`config.mk`:
```
export PLATFORM = sky130hd
export DESIGN_NAME = stream_credit_tx
export DESIGN_NICKNAME = d
export VERILOG_FILES = /design/src/rtl/stream_credit_tx.sv
export SDC_FILE = /design/constraint.sdc
export NUM_CORES = 1
export LEC_CHECK = 0
export CAP_MARGIN = 30
export CORE_MARGIN = 2
export CORE_UTILIZATION = 38
export CTS_CLUSTER_DIAMETER = 30
export DETAILED_ROUTE_END_ITERATION = 10
export GPL_ROUTABILITY_DRIVEN = 0
export GPL_TIMING_DRIVEN = 0
export PLACE_DENSITY = 0.71
export SYNTH_ARGS = -nofsm -noshare
export SYNTH_HDL_FRONTEND = slang
export SYNTH_SLANG_ARGS = --single-unit
```
`constraint.sdc`:
```
create_clock -name clk -period 2.35 [get_ports clk]
set_clock_uncertainty 0.05 [all_clocks]
set_input_delay 0.47 -clock clk [delete_from_list [all_inputs] [get_ports clk]]
set_output_delay 0.47 -clock clk [all_outputs]
set_load 0.05 [all_outputs]
```
`src/rtl/stream_credit_tx.sv`:
```
// Credit-based link transmitter: turns a valid/ready stream into a valid/credit link
// toward a remote buffer of CREDITS entries, with one registered output beat stage.
module stream_credit_tx #(
    parameter int unsigned DATA_WIDTH = 8,
    parameter int unsigned CREDITS    = 4,
    parameter int unsigned CNT_WIDTH  = 3
) (
    input  logic                  clk,
    input  logic                  rst,
    input  logic                  valid_s,
    output logic                  ready_s,
    input  logic [DATA_WIDTH-1:0] data_s,
    output logic                  valid_m,
    output logic [DATA_WIDTH-1:0] data_m,
    input  logic                  credit_m,
    output logic [CNT_WIDTH-1:0]  credit_cnt,
    output logic                  credit_err
);

    localparam logic [CNT_WIDTH-1:0] FULL = CNT_WIDTH'(CREDITS);

    logic                 accept;
    logic                 at_full;
    logic                 overflow;
    logic [CNT_WIDTH-1:0] cnt_next;

    // ready_s depends only on the registered count and rst, never on valid_s or credit_m
    always_comb begin
        ready_s = (credit_cnt != '0) && !rst;
    end

    always_comb begin
        accept   = valid_s && ready_s;
        at_full  = (credit_cnt == FULL);
        overflow = 1'b0;
        cnt_next = credit_cnt;
        if (accept && !credit_m) begin
            cnt_next = credit_cnt - CNT_WIDTH'(1);
        end else if (!accept && credit_m) begin
            if (at_full) begin
                overflow = 1'b1;
            end else begin
                cnt_next = credit_cnt + CNT_WIDTH'(1);
            end
        end
    end

    always_ff @(posedge clk) begin
        if (rst) begin
            valid_m    <= 1'b0;
            data_m     <= '0;
            credit_cnt <= FULL;
            credit_err <= 1'b0;
        end else begin
            valid_m    <= accept;
            credit_cnt <= cnt_next;
            if (accept) begin
                data_m <= data_s;
            end
            if (overflow) begin
                credit_err <= 1'b1;
            end
        end
    end

endmodule

```
==> run_results.csv <==
group,metric,value,unit
timing,slew_headroom,66.3,%
cells_and_area,fin_util,57.1,%
synth,synthXorXnorAreaFrac,0,%
power_and_ir_drop,p_leak,0.422,nW
synth,syn_area_per_cell,11.3,µm²
setup_path,critPathMaxFanout,10,
floorplan,io_pins,26,
synth,yosysTopAreaCell,"dfxtp_1",
route,first_iter_violations,8,
timing,fin_tns_setup,0,ns
synth,synth_compound_area_share,8.29,%
clock_tree,cts.sinks,13,
synth,yosysTopAreaCellShare,39.2,%
setup_path,crit-reg2reg-launch,"credit_cnt[0]",
synth,ys_seq_area_share,39.2,%
floorplan,die_area,2100,µm²
synth,yosysWarnings,0,
power_and_ir_drop,p_total,0.000571,W
floorplan,die_w,45.8,µm
clock_tree,htreeDepth,1,
route,num_vias,509,
synth,syn-num-nets,74,
synth,synthAdderAreaFrac,6.78,%
timing,worst_pin_slew,0.504,ns
route,routed_wl,1280,µm
place,dpl.hpwl,954,µm
clock_tree,tritoncts,"built",
clock_tree,cts_made_buffers,3,
floorplan,floorplan.initialDensity,39.3,%
floorplan,core,1690,µm²
timing,hold_violations,0,
job,max_cap_violations,0,
route,drtPass1Iterations,2,
synth,netlist-cell-type-count,21,
setup_path,cp_data_required_time,2.52,ns
global_routing,track_usage,14.0,%
timing,timing.fmax,455,MHz
clock_tree,cts-root-buf,"clkbuf_4",
hold_path,hold_path_class,"register to register",
global_routing,antenna_found_initial,0,
hold_path,hold_start,"credit_err",
timing,maxSlewViolCount,0,
global_routing,grt_max_degree,11,
power_and_ir_drop,p_per_area,592,nW/µm²
timing,period_needed,2.20,ns
cells_and_area,final_cells,105,
place,dp_slack,-0.251,ns
run_status,status,"complete, no violations",
clock_tree,clkTransAtPathRegs,0.08,ns
synth,yosys-mux-area-fraction,18.1,%
clock_tree,clockBufferDepth,2,
cells_and_area,diodes,0,
cells_and_area,area_growth,45.2,%
timing,setup_viol,0,
cells_and_area,nNetsFinal,104,
synth,synth_area_leaders,"dfxtp_1 (39%), mux2_4 (18%), and2b_2 (11%), ha_1 (3.8%), buf_6 (3.4%)",
route,drc,0,
power_and_ir_drop,peakVddDrop,0.293,mV
timing,rsz0062_at_grt,"no",
global_routing,grt_pass1_vias,473,
synth,synth.cell_area,664,µm²
synth,synthSimpleGateAreaFrac,22.0,%
setup_path,cp-end-kind,"register",
global_routing,grt_pass1_wl,2060,µm
synth,synth_seq_cells,13,
route,vias_per_cell,4.85,
timing,period_share,93.5,%
setup_path,criticalPathCategory,"input port to register",
route,wire_per_inst,12.2,µm
synth,synth_top_family_by_area,"simple AND/OR/NAND/NOR gates",
setup_path,reg2reg_slack,0.17,ns
setup_path,start_kind,"input port",
floorplan,die_height,45.8,µm
floorplan,rows,15,
clock_tree,clk_latency,0.27,ns
place,portBuffers,25,
place,dp_cells,101,
synth,synth_cells,59,
cells_and_area,final_layout_size_suffix_gt1_share,26.1,%
global_routing,grt_overflow,0,
setup_path,crit_path_start,"valid_s",
route,ant_nets,0,
clock_tree,cts_setup_buffers,0,
timing,fin_ws,0.152,ns
setup_path,crit_arrival,2.37,ns
-- repair_timing --
| action | 4_1_cts | 5_1_grt |
|---|---|---|
| hold buffers | 0 | 0 |
| endpoints found under the hold margin | 0 | 0 |
| gates resized for setup | 1 | 2 |
| endpoints found under the setup margin | 1 | 2 |
-- critical path, cell delays in order --
cell and delay [ns]:
clkdlybuf4s50_1 0.41, nor3b_2 0.16, buf_6 0.16, ha_1 0.24, fa_1 0.39, nand2b_1 0.17, a211o_1 0.30, nand3_1 0.06
-- cell usage after synthesis, drive strengths merged --
cell type  number
inv             4
a211oi          1
a21oi           2
nor2            5
buf             2
nor3            1
dfxtp          13
mux2            8
fa              1
and2b           8
a211o           1
nand2           1
nand2b          3
o21bai          1
o21ai           1
nand3           1
o211ai          1
ha              2
nor3b           2
a41oi           1
-- cells by family after synthesis --
group,count (synthesis)
muxes,8
DFF,13
and+or+nand+nor,21
AOI/OAI and AO/OA,8
buffers and inverters,6
adders and majority gates,3
-- power by group --
part | switching [W] | total [W] | internal (W) | leakage (nW)
clock | 0.0000737 | 0.000139 | 0.0000657 | 0.0150
sequential | 0.0000119 | 0.000249 | 0.000237 | 0.107
combinational | 0.0000993 | 0.000183 | 0.0000833 | 0.299
total | 0.000185 | 0.000571 | 0.000386 | 0.422
-- per-stage QoR --
stage	hold slack (ns)	cell area [µm²]
finish	0.439	965
CTS	0.451	961
floorplan	0.563	664
global route	0.472	965
global placement	0.419	936
detailed placement	0.420	936
-- cells in the final DEF, fill, tap and decap left out, drive strengths merged --
master,netlist,layout
nor3b,2,2
nand3,1,1
dfxtp,13,13
and2b,8,8
nand2b,3,3
o211ai,1,1
nand2,1,1
clkbuf,0,4
buf,2,2
clkdlybuf4s15,0,1
dlymetal6s2s,0,1
a41oi,1,1
inv,4,4
nor2,5,5
nor3,1,1
ha,2,2
mux2,8,8
a21oi,2,2
o21ai,1,1
a211o,1,1
fa,1,1
clkdlybuf4s50,0,23
a211oi,1,1
o21bai,1,1
-- registers in the layout (all words and copies together), names as in the netlist --
| register | count |
|---|---|
| credit_err | 1 |
| data_m | 8 |
| valid_m | 1 |
| credit_cnt | 3 |
-- cell type report --
class | instances | area (µm²)
Clock buffer | 4 | 26.3
Inverter | 4 | 15.0
Tap cell | 17 | 21.3
Fill cell | 156 | 724
Multi-Input combinational cell | 40 | 367
Sequential cell | 13 | 260
Buffer | 2 | 22.5
Timing Repair Buffer | 25 | 253
-- final timing paths --
kind | endpoint | depth (start not counted)
worst max register to register | credit_cnt[2] | 8
worst max-delay path | credit_cnt[2] | 8
worst min register to register | credit_err | 2
worst min-delay path | credit_err | 2
-- routing by layer --
| layer | part of all wire (%) | global-route usage, % | vias to the layer above | routed length (µm) |
|---|---|---|---|---|
| met5 | 0 | 0 | - | 0 |
| met1 | 45 | 17.0 | 230 | 575 |
| met3 | 6.3 | 4.37 | 2 | 80 |
| li1 | - | - | 262 | - |
| met2 | 47 | 21.4 | 15 | 602 |
| met4 | 1.3 | 8.57 | 0 | 17 |
(Power assumes the default switching activity.)
